<file path="config.mk">
export PLATFORM = sky130hd
export DESIGN_NAME = cursor_select_ctrl
export DESIGN_NICKNAME = d
export VERILOG_FILES = /design/src/rtl/game_pkg.sv /design/src/rtl/cursor_axis.sv /design/src/rtl/cursor_select_ctrl.sv
export SDC_FILE = /design/constraint.sdc
export NUM_CORES = 1
export LEC_CHECK = 0
export BUFFER_PORTS_ARGS = -buffer_cell sky130_fd_sc_hd__buf_2
export CAP_MARGIN = 20
export CORE_ASPECT_RATIO = 0.8
export CORE_MARGIN = 2
export CORE_UTILIZATION = 50
export DETAILED_ROUTE_END_ITERATION = 8
export GPL_ROUTABILITY_DRIVEN = 0
export PLACE_DENSITY = 0.76
export SLEW_MARGIN = 20
export SYNTH_ARGS = -nofsm -noshare
export SYNTH_HDL_FRONTEND = slang
export SYNTH_HIERARCHICAL = 1
export SYNTH_SLANG_ARGS = --single-unit
</file>
<file path="constraint.sdc">
create_clock -name clk -period 2.25 [get_ports clk]
set_input_delay 0.5625 -clock clk [delete_from_list [all_inputs] [get_ports clk]]
set_output_delay 0.5625 -clock clk [all_outputs]
set_load 0.02 [all_outputs]
</file>
<file path="src/rtl/game_pkg.sv">
`default_nettype none
// ============================================================================
//  Module      : game_pkg
//  Description : Shared definitions for the keyboard-driven board game:
//                operation pulse bit indices, cursor/selection FSM states and
//                default board dimensions.
//  Revision    : 1.0 - initial release
// ============================================================================
package game_pkg;

    // Bit positions inside the operation pulse vector from the PS/2 decoder
    localparam int OP_SEL   = 0;
    localparam int OP_LEFT  = 1;
    localparam int OP_RIGHT = 2;
    localparam int OP_UP    = 3;
    localparam int OP_DOWN  = 4;

    // Default board size, shared with the board engine and display path
    localparam int DEF_COLS = 8;
    localparam int DEF_ROWS = 8;

    typedef enum logic [1:0] {
        IDLE     = 2'd0,
        SELECTED = 2'd1,
        REQ      = 2'd2
    } state_t;

endpackage
`default_nettype wire

</file>
<file path="src/rtl/cursor_axis.sv">
`default_nettype none
// ============================================================================
//  Module      : cursor_axis
//  Description : One axis of the board cursor. Bounded up/down counter over
//                0..SIZE-1 that either saturates at the edges or wraps to the
//                opposite edge. inc and dec are never asserted together by the
//                parent; dec wins if they ever are.
//  Revision    : 1.0 - initial release
// ============================================================================
module cursor_axis #(
    parameter int SIZE = 8,
    parameter int WRAP = 0,
    parameter int W    = $clog2(SIZE)
) (
    input  logic         clk,
    input  logic         rst,
    input  logic         inc,
    input  logic         dec,
    output logic [W-1:0] pos
);

    localparam logic [W-1:0] MAX_POS = W'(SIZE - 1);
    localparam logic [W-1:0] ONE     = W'(1);

    // Position register; edges are tested explicitly so non-power-of-two
    // sizes never step outside the board
    always_ff @(posedge clk or posedge rst) begin
        if (rst) begin
            pos <= '0;
        end else if (dec) begin
            if (pos == '0)
                pos <= (WRAP != 0) ? MAX_POS : '0;
            else
                pos <= pos - ONE;
        end else if (inc) begin
            if (pos == MAX_POS)
                pos <= (WRAP != 0) ? '0 : MAX_POS;
            else
                pos <= pos + ONE;
        end
    end

endmodule
`default_nettype wire

</file>
<file path="src/rtl/cursor_select_ctrl.sv">
`default_nettype none
// ============================================================================
//  Module      : cursor_select_ctrl
//  Description : Cursor and two-cell selection controller. Turns keyboard
//                operation pulses into cursor movement, tracks a first
//                selected cell and issues a swap request (valid/ready) when a
//                second, orthogonally adjacent cell is confirmed.
//  Revision    : 1.0 - initial release
// ============================================================================
module cursor_select_ctrl
    import game_pkg::*;
#(
    parameter int COLS = DEF_COLS,
    parameter int ROWS = DEF_ROWS,
    parameter int WRAP = 0,
    parameter int XW   = $clog2(COLS),
    parameter int YW   = $clog2(ROWS)
) (
    input  logic          clk,
    input  logic          rst,
    input  logic [4:0]    operation,
    output logic [XW-1:0] cur_x,
    output logic [YW-1:0] cur_y,
    output logic          sel_valid,
    output logic [XW-1:0] sel_x,
    output logic [YW-1:0] sel_y,
    output logic          req_valid,
    output logic [XW-1:0] req_ax,
    output logic [YW-1:0] req_ay,
    output logic [XW-1:0] req_bx,
    output logic [YW-1:0] req_by,
    input  logic          req_ready
);

    localparam logic [XW-1:0] ONE_X = XW'(1);
    localparam logic [YW-1:0] ONE_Y = YW'(1);

    state_t          state;
    state_t          state_nxt;
    logic            sel_valid_nxt;
    logic [XW-1:0]   sel_x_nxt;
    logic [YW-1:0]   sel_y_nxt;
    logic            req_valid_nxt;
    logic [XW-1:0]   req_ax_nxt;
    logic [YW-1:0]   req_ay_nxt;
    logic [XW-1:0]   req_bx_nxt;
    logic [YW-1:0]   req_by_nxt;

    logic            move_en;
    logic            go_left;
    logic            go_right;
    logic            go_up;
    logic            go_down;
    logic            do_select;
    logic [XW-1:0]   dx;
    logic [YW-1:0]   dy;
    logic            same_cell;
    logic            adjacent;

    // Priority arbitration: select > left > right > up > down; everything is
    // ignored while a request is outstanding
    always_comb begin
        do_select = (state != REQ) && operation[OP_SEL];
        move_en   = (state != REQ) && !operation[OP_SEL];
        go_left   = move_en && operation[OP_LEFT];
        go_right  = move_en && !operation[OP_LEFT] && operation[OP_RIGHT];
        go_up     = move_en && !operation[OP_LEFT] && !operation[OP_RIGHT]
                    && operation[OP_UP];
        go_down   = move_en && !operation[OP_LEFT] && !operation[OP_RIGHT]
                    && !operation[OP_UP] && operation[OP_DOWN];
    end

    // Absolute cursor-to-selection distance per axis; no wrap-around, so
    // opposite edges are never considered adjacent
    always_comb begin
        dx        = (cur_x >= sel_x) ? (cur_x - sel_x) : (sel_x - cur_x);
        dy        = (cur_y >= sel_y) ? (cur_y - sel_y) : (sel_y - cur_y);
        same_cell = (dx == '0) && (dy == '0);
        adjacent  = ((dx == ONE_X) && (dy == '0)) ||
                    ((dx == '0) && (dy == ONE_Y));
    end

    cursor_axis #(
        .SIZE (COLS),
        .WRAP (WRAP),
        .W    (XW)
    ) u_axis_x (
        .clk  (clk),
        .rst  (rst),
        .inc  (go_right),
        .dec  (go_left),
        .pos  (cur_x)
    );

    cursor_axis #(
        .SIZE (ROWS),
        .WRAP (WRAP),
        .W    (YW)
    ) u_axis_y (
        .clk  (clk),
        .rst  (rst),
        .inc  (go_down),
        .dec  (go_up),
        .pos  (cur_y)
    );

    // Next-state and next-output logic for the selection/request FSM
    always_comb begin
        state_nxt     = state;
        sel_valid_nxt = sel_valid;
        sel_x_nxt     = sel_x;
        sel_y_nxt     = sel_y;
        req_valid_nxt = req_valid;
        req_ax_nxt    = req_ax;
        req_ay_nxt    = req_ay;
        req_bx_nxt    = req_bx;
        req_by_nxt    = req_by;
        case (state)
            IDLE: begin
                if (do_select) begin
                    sel_x_nxt     = cur_x;
                    sel_y_nxt     = cur_y;
                    sel_valid_nxt = 1'b1;
                    state_nxt     = SELECTED;
                end
            end
            SELECTED: begin
                if (do_select) begin
                    if (same_cell) begin
                        sel_valid_nxt = 1'b0;
                        state_nxt     = IDLE;
                    end else if (adjacent) begin
                        req_ax_nxt    = sel_x;
                        req_ay_nxt    = sel_y;
                        req_bx_nxt    = cur_x;
                        req_by_nxt    = cur_y;
                        req_valid_nxt = 1'b1;
                        state_nxt     = REQ;
                    end else begin
                        sel_x_nxt     = cur_x;
                        sel_y_nxt     = cur_y;
                    end
                end
            end
            REQ: begin
                if (req_ready) begin
                    req_valid_nxt = 1'b0;
                    sel_valid_nxt = 1'b0;
                    state_nxt     = IDLE;
                end
            end
            default: begin
                state_nxt     = IDLE;
                sel_valid_nxt = 1'b0;
                req_valid_nxt = 1'b0;
            end
        endcase
    end

    // State and registered outputs; asynchronous reset drops any pending request
    always_ff @(posedge clk or posedge rst) begin
        if (rst) begin
            state     <= IDLE;
            sel_valid <= 1'b0;
            sel_x     <= '0;
            sel_y     <= '0;
            req_valid <= 1'b0;
            req_ax    <= '0;
            req_ay    <= '0;
            req_bx    <= '0;
            req_by    <= '0;
        end else begin
            state     <= state_nxt;
            sel_valid <= sel_valid_nxt;
            sel_x     <= sel_x_nxt;
            sel_y     <= sel_y_nxt;
            req_valid <= req_valid_nxt;
            req_ax    <= req_ax_nxt;
            req_ay    <= req_ay_nxt;
            req_bx    <= req_bx_nxt;
            req_by    <= req_by_nxt;
        end
    end

endmodule
`default_nettype wire

</file>
* After elaboration in Yosys (flattened, before gate mapping)
Index checks and enable logic that the tools add are counted. W data, S select, Z words.
Word-level totals: flip-flop bits (word level) 28, bits of input ports 8, output and inout port bits 26
Cells by class: add/subtract/negate cells 8, $lt $le $gt $ge 2, equal/unequal tests 15, muxes and demuxes 35, bitwise gates (word level) 2, reduce and logical (&&, ||, !) cells 30
Operators with widths (number):
- $mux W3 | 18
- $ne A2 B2 Y1 const B | 8
- $logic_and A1 B1 Y1 | 12
- $logic_not A3 Y1 | 4
- $pmux W3 S2 | 2
- $reduce_and A4 Y1 | 3
- $sub A3 B3 Y3 | 4
- $mux W2 | 5
- $reduce_and A5 Y1 | 2
- $mux W1 | 7
- $add A3 B1 Y3 const B | 2
- $eq A3 B1 Y1 const B | 2
- $eq A3 B3 Y1 const B | 2
- $ge A3 B3 Y1 | 2
- $pmux W1 S3 | 2
- $pmux W2 S3 | 1
- $reduce_bool A2 Y1 | 3
- $sub A3 B1 Y3 const B | 2
- $logic_not A1 Y1 | 4
- $ne A3 B3 Y1 const B | 1
- $eq A2 B1 Y1 const B | 1
- $eq A2 B2 Y1 const B | 1
- $logic_not A2 Y1 | 1
- $not A1 Y1 | 2
- $logic_or A1 B1 Y1 | 1

* Logic depth before layout (Yosys ltp)
Gate-level depths: netlist of run 1.
depth after elaboration 9, depth in mapped cells 9, depth with buffers taken out 8

* By module
Netlist of run 1, hierarchy kept.
By module, submodules not included:
- cursor_select_ctrl | instances 1, cells an instance 122, area each 1401.3 µm², sequential area each 550.5 µm²
- cursor_axis | instances 2, cells an instance 26, area each 234.0 µm², sequential area each 75.1 µm²

* Worst setup path before layout of run 1
No wires, ideal clock.
path kind register to register, from reg u_axis_x.pos[0], to reg req_ax[0], arrival 2.412 ns, required time 2.122 ns, setup slack -0.290 ns, cell stages (with the launch flop) 10, buffers on the path 1, clock period less this slack 2.540 ns, cell sequence dfrtp_1 inv_1 ha_1 fa_1 xor2_1 nand2_1 mux2i_4 o2111ai_1 buf_2 mux2_1
Between the ends: cells in the longest elaborated chain, start to end 6
Ends and longest elaborated chain:
- start, declared | RTL line cursor_axis.sv:19 | output logic [W-1:0] pos
- start signal, assigned | RTL line cursor_axis.sv:32 | pos <= (WRAP != 0) ? MAX_POS : '0;
- start signal, assigned | RTL line cursor_axis.sv:34 | pos <= pos - ONE;
- start signal, assigned | RTL line cursor_axis.sv:37 | pos <= (WRAP != 0) ? '0 : MAX_POS;
- $sub A3 B3 Y3 or $ge A3 B3 Y1 (tied branches) | RTL line cursor_select_ctrl.sv:76 | dx = (cur_x >= sel_x) ? (cur_x - sel_x) : (sel_x - cur_x);
- $mux W3 * | RTL line cursor_select_ctrl.sv:76
- $eq A3 B1 Y1 or $logic_not A3 Y1 (tied branches) | RTL line cursor_select_ctrl.sv:79, cursor_select_ctrl.sv:78, cursor_select_ctrl.sv:80
- $logic_and A1 B1 Y1, on equally long branches | RTL line cursor_select_ctrl.sv:79, cursor_select_ctrl.sv:78, cursor_select_ctrl.sv:80
- $logic_or A1 B1 Y1 or $not A1 Y1 (tied branches)
- $reduce_and A4 Y1 (no source line) *
- end signal, assigned | RTL line cursor_select_ctrl.sv:178 | req_ax <= req_ax_nxt;
- end, declared | RTL line cursor_select_ctrl.sv:28 | output logic [XW-1:0] req_ax,
Mark *: on every way between the ends. The rest lies on a longest branch, timed or not. A chain may end at the register's enable or synchronous reset.

* Final worst setup path of run 1
from reg u_axis_y.pos[0], to reg req_by[2]
Between the ends: cells in the longest elaborated chain, start to end 6
Ends and longest elaborated chain:
- start, declared | RTL line cursor_axis.sv:19
- start signal, assigned | RTL line cursor_axis.sv:32
- start signal, assigned | RTL line cursor_axis.sv:34
- start signal, assigned | RTL line cursor_axis.sv:37
- $sub A3 B3 Y3 or $ge A3 B3 Y1 (tied branches) | RTL line cursor_select_ctrl.sv:77 | dy = (cur_y >= sel_y) ? (cur_y - sel_y) : (sel_y - cur_y);
- $mux W3 * | RTL line cursor_select_ctrl.sv:77
- $eq A3 B1 Y1 or $logic_not A3 Y1 (tied branches) | RTL line cursor_select_ctrl.sv:80, cursor_select_ctrl.sv:78, cursor_select_ctrl.sv:79
- $logic_and A1 B1 Y1, on equally long branches | RTL line cursor_select_ctrl.sv:80, cursor_select_ctrl.sv:78, cursor_select_ctrl.sv:79
- $logic_or A1 B1 Y1 or $not A1 Y1 (tied branches)
- $reduce_and A4 Y1 (no source line) *
- end signal, assigned | RTL line cursor_select_ctrl.sv:181 | req_by <= req_by_nxt;
- end, declared | RTL line cursor_select_ctrl.sv:31 | output logic [YW-1:0] req_by,
Marked as above.

==> results of run 1 <==
-- path summary, 6_finish.rpt --
path / start / endpoint / slack [ns] / depth (start not counted)
worst min register to register: req_valid$_DFFE_PP0P_ / req_valid$_DFFE_PP0P_ / 0.47 / 2
worst min-delay path: rst / u_axis_x/pos[0]$_DFFE_PP0P_ / 0.15 / 2
worst max register to register: u_axis_y/pos[0]$_DFFE_PP0P_ / req_by[2]$_DFFE_PP0P_ / -0.13 / 8
max in group asynchronous: rst / sel_y[0]$_DFFE_PP0P_ / 1.53 / 3
worst max-delay path: u_axis_y/pos[0]$_DFFE_PP0P_ / req_by[2]$_DFFE_PP0P_ / -0.13 / 8
min in group clk: req_valid$_DFFE_PP0P_ / req_valid$_DFFE_PP0P_ / 0.47 / 2
-- registers in the layout, indices dropped and copies added, names as in the netlist --
signal and flops:
req_ax 3, req_ay 3, req_bx 3, req_by 3, req_valid 1, sel_valid 1, sel_x 3, sel_y 3
state 2, u_axis_x/pos 3, u_axis_y/pos 3
-- through the flow --
stage / setup TNS (ns) / hold WS, ns / std cells / worst slack [ns] / utilization (%)
3_3_place_gp: -0.684 / 0.458 / 271 / -0.0514 / 67.0
3_5_place_dp: -1.86 / 0.459 / 271 / -0.158 / 67.0
2_1_floorplan: -0.900 / 0.316 / 174 / -0.158 / -
4_1_cts: -1.22 / 0.150 / 278 / -0.0987 / 70.4
5_1_grt: -2.98 / 0.150 / 280 / -0.202 / 72.4
6_report: -1.57 / 0.147 / 280 / -0.125 / 72.4
-- layout make-up --
class | count | area share [%]
clock buffer | 3 | 1.63
clock inverter | 1 | 1.19
inverter | 22 | 3.26
multi-input combinational | 121 | 47.0
sequential | 28 | 28.0
tap | 42 | 2.08
timing repair buffer | 63 | 16.9
-- synthesized netlist by cell type (all sizes together) (2+ instances only) --
cell type   n
a41oi       3
and2        4
nand3       3
inv        22
o2111ai     2
o21ai       4
a21oi      11
o21a        2
o221a       2
fa          4
nor2        2
ha         16
nand2      14
nor2b       6
mux2i       5
o32a        2
buf         3
xor2        3
mux2       14
nand3b      5
or3         4
dfrtp      28
o22ai       2
a311oi      2
a22oi       2
-- what timing repair did --
action | CTS | global route
gates cloned | 0 | 1
setup buffers | 3 | 1
resized for setup | 8 | 10
endpoints found under the setup margin | 20 | 21
pin swaps | 6 | 8
hold endpoints to repair | 0 | 0
-- worst max-delay path, delay by kind of cell, from the launching register on --
family | cells | cell delay (ns)
buffers and inverters | 2 | 0.28
adders and majority gates | 2 | 0.73
DFF | 1 | 0.42
and+or+nand+nor | 1 | 0.11
AOI/OAI and AO/OA | 2 | 0.41
muxes | 1 | 0.31
-- logic make-up after synthesis --
| logic type | after synthesis | share of synthesized area, % |
|---|---|---|
| adders and majority gates | 20 | 15.0 |
| muxes | 19 | 12.2 |
| AOI/OAI and AO/OA | 35 | 15.0 |
| and+or+nand+nor | 44 | 13.1 |
| buffers and inverters | 25 | 5.89 |
| DFF | 28 | 37.5 |
| xor gates and xnor gates | 3 | 1.41 |
-- layer usage --
metal  GRT usage [%]  part of all wire [%]
met2            36.2                    49
met5               0                     0
met1            26.1                    44
met4            7.28                   1.9
met3            4.45                   4.5
-- cell usage in the layout (no fill, tap or decap), types with 4 or more instances in the layout --
master	Yosys	final
nand2_1	14	14
mux2_1	12	4
dfrtp_2	0	6
a21oi_1	11	8
nor2b_1	6	5
ha_2	0	4
buf_4	0	26
mux2_4	2	10
ha_1	16	10
dfrtp_1	28	22
buf_2	1	33
mux2i_1	4	4
or3_1	4	4
nand3b_1	5	5
inv_1	22	19
==> results.cfg, run 1 <==
[outcome]
outcome = complete, but fails checks
violations = setup timing

[timing]
hold_violations = 0
rsz0062_at_grt = true
period_share_pct = 106
setup_viol_count_final = 19
finClkSkew_ns = 0.00208
worst_slew_pin_slew_ns = 0.331
fin_crit_ns = 2.38
max_freq_mhz = 421
slew-limit-headroom_pct = 77.9
timing.final.ws_setup_ns = -0.125
drv_slew = 0

[global_routing]
grt_pass1_wl_um = 6730
grt_overflow = 0
antenna_found_initial = 0
grt_max_degree = 18
grt_pass1_vias = 1531
grt_use_total_pct = 20.9

[clock_tree]
cts.hold.buffers_added = 0
cts_max_level = 1
numCtsBuffers = 3
clk_latency_ns = 0.29
clkTransAtPathRegs_ns = 0.10
clockRootBuffer = clkbuf_8
cts_sinks = 28
cts_tree = yes
cts.path.max_buffers = 2

[drt]
drtIter0Drc = 89
routedWlPerCell_um = 16.1
drtPass1Iterations = 4
via_per_inst = 5.54
drt-total-wl_um = 4520
num_vias = 1551
ant_nets = 0
drc = 0

[flow_run]
max-cap-violations = 0

[critical_path]
worstPathCellList = inv_2 > ha_2 > fa_2 > nand3b_1 > a21oi_2 > o2111ai_4 > clkbuf_16 > mux2_1
cp_slowest_cell = fa_2
worst_setup_path_start_kind = flop
crit_type = reg -> reg
worstPathRequired_ns = 2.43
cp.arrival_ns = 2.55
worst_path_largest_cell_delay_ns = 0.56
crit_fanout = 5
crit_path_end_kind = flop

[floorplanning]
die_w_um = 72.4
dieArea_um2 = 4250
num_rows = 19
initial_core_util_pct = 53.5
coreArea_um2 = 3490
die_h_um = 58.7
io_pins = 34

[logic_synthesis]
synth_seq_cells = 28
synthTopCellsByArea = dfrtp_1, ha_1, mux2_1
avgSynthCellArea_um2 = 10.7
synthArstFlopShare_pct = 100
synth_largest_area_cell = dfrtp_1
synth-edff-count = 0
synthCells = 174
yosysWarnings = 6
synthFlopType = dfrtp_1
synth.net_count = 202
synth_top_area_share_pct = 37.5
yosysSeqAreaShare_pct = 37.5
netlist_area_um2 = 1870
yosysUniqueCellTypes = 39

[finish]
final_cell_area_um2 = 2530
final_nets = 267
syn_to_final_growth_pct = 35.4
drive_above_1_share_pct = 45.8
regArea_um2 = 708
fillers = 236
n_antenna_cell = 0
multi_input_area_um2 = 1190

[min_path]
worst_hold_path_type = in -> async

[place]
dpl_cell_area_um2 = 2340
post-dp-hpwl_um = 3230
portBuffers = 33
Power of run 1 is left out: the tool's default activity adds up to more than one toggle a clock period on the data nets, which glitch-free logic cannot reach.
==> run 2, diff against run 1 <==
Settings changed: CORE_UTILIZATION 50 to 32, PLACE_DENSITY 0.76 to default.
==> run 2 against run 1 <==
  * The flow still finishes with violations (setup timing)
  * Register-to-register slack better by 0.07 ns
  * First-iteration DRC count is 35% lower
  * Flip-flop and latch count stayed put
  * Utilization is 26 points lower
  * Via count is 3.5% lower
  * Critical path type unchanged
  * Largest cell class unchanged
==> results.cfg, run 2 (same netlist as run 1, synthesis figures left out) <==
[drt]
drtIter0Drc = 58
drtPass1Iterations = 5
drt-total-wl_um = 4160
ant_nets = 0
wl_met2_um = 1820
wirelength_met1_um = 2130
drc = 0
num_vias = 1497
dr_wl_met3_um = 191
via_per_inst = 4.66
highest_layer = met4
routedWlPerCell_um = 12.9

[outcome]
outcome = complete, but fails checks
violations = setup timing

[critical_path]
worst_path_largest_cell_delay_ns = 0.46
crit_path_end_kind = flop
crit_fanout = 4
worstPathCellList = inv_2 > ha_4 > fa_2 > o2111a_1 > a311o_1 > a41oi_4 > buf_4 > mux2i_1
worst_setup_path_start_kind = flop
cp_slowest_cell = fa_2
startpoint = sel_y[0]$_DFFE_PP0P_
crit_type = reg -> reg
reg2reg_from = sel_y[0]$_DFFE_PP0P_
worstPathRequired_ns = 2.45
cp.arrival_ns = 2.51

[floorplanning]
die_h_um = 72.4
dieArea_um2 = 6470
die_w_um = 89.5
io_pins = 34
initial_core_util_pct = 33.6
num_rows = 24
coreArea_um2 = 5560

[timing]
period_share_pct = 103
max_freq_mhz = 433
hold_violations = 0
fin_crit_ns = 2.31
drv_slew = 0
slew-limit-headroom_pct = 76.8
timing.final.ws_setup_ns = -0.0569
rsz0062_at_grt = true
finClkSkew_ns = 0.00295
worst_slew_pin_slew_ns = 0.345
setup_viol_count_final = 6

[clock_tree]
cts_sinks = 28
cts_tree = yes
cts.hold.buffers_added = 0
cts_max_level = 1
numCtsBuffers = 3
cts.path.max_buffers = 2
clkTransAtPathRegs_ns = 0.10
clk_latency_ns = 0.28
clockRootBuffer = clkbuf_8

[finish]
final_cell_mix = buf_2, buf_4, dfrtp_1
syn_to_final_growth_pct = 38.9
drive_above_1_share_pct = 47.7
final_cell_area_um2 = 2600
fillers = 528
n_antenna_cell = 0
final_core_util_pct = 46.7
final_nets = 272

[place]
place_ws_ns = -0.0947
post-dp-hpwl_um = 3360
portBuffers = 33
dpl_cell_area_um2 = 2450

[min_path]
worst_hold_path_type = in -> async

[global_routing]
grt_overflow = 0
grt_pass1_vias = 1461
antenna_found_initial = 0
grt_use_total_pct = 14.1
grt_max_degree = 23
grt_pass1_wl_um = 7050

[flow_run]
max-cap-violations = 0
[run 2: metrics by stage]
step | cells | hold WS (ns) | setup TNS [ns]
after floorplan | 174 | 0.316 | -0.900
after global placement | 316 | 0.459 | -0.653
after detailed placement | 316 | 0.460 | -1.40
after CTS | 321 | 0.149 | -0.430
after global routing | 321 | 0.156 | -2.04
final | 321 | 0.157 | -0.289
[run 2: worst max-delay path: cells and delay by family (launching register included)]
family | cells | cell delay (ns)
compound gates | 3 | 0.76
fa+ha+maj | 2 | 0.59
buf+inv | 2 | 0.25
flops | 1 | 0.44
mux | 1 | 0.18
[run 2: final cells by class]
cell class | count | area, µm² | share of cell area (%)
Inverter | 22 | 82.6 | 3.18
Tap cell | 78 | 97.6 | 3.76
Clock inverter | 1 | 30.0 | 1.16
Multi-Input combinational cell | 121 | 1190 | 45.9
Timing Repair Buffer | 68 | 444 | 17.1
Sequential cell | 28 | 708 | 27.3
Clock buffer | 3 | 41.3 | 1.59
[run 2: metal layers]
metal  up-vias  GRT usage [%]
met1       699           20.6
li1        757              -
met4         0           1.99
met5         -              0
met2        39           21.9
met3         2           3.19
[run 2: final timing paths]
| kind | slack, ns | cells after the start | to |
|---|---|---|---|
| setup / recovery | -0.06 | 8 | sel_y[0]$_DFFE_PP0P_ |
| hold / removal | 0.16 | 2 | u_axis_y/pos[2]$_DFFE_PP0P_ |
| setup reg to reg | -0.06 | 8 | sel_y[0]$_DFFE_PP0P_ |
| hold reg to reg | 0.48 | 2 | req_valid$_DFFE_PP0P_ |
| max in group asynchronous | 1.66 | 3 | sel_y[0]$_DFFE_PP0P_ |
| min in group clk | 0.48 | 2 | req_valid$_DFFE_PP0P_ |
[run 2: timing repair]
action                                  4_1_cts  5_1_grt
pin swaps                                     3        3
cloned                                        0        0
buffers inserted                              1        0
endpoints found under the setup margin       20       21
gates resized for setup                      15        3
Power of run 2 is left out for the same reason.
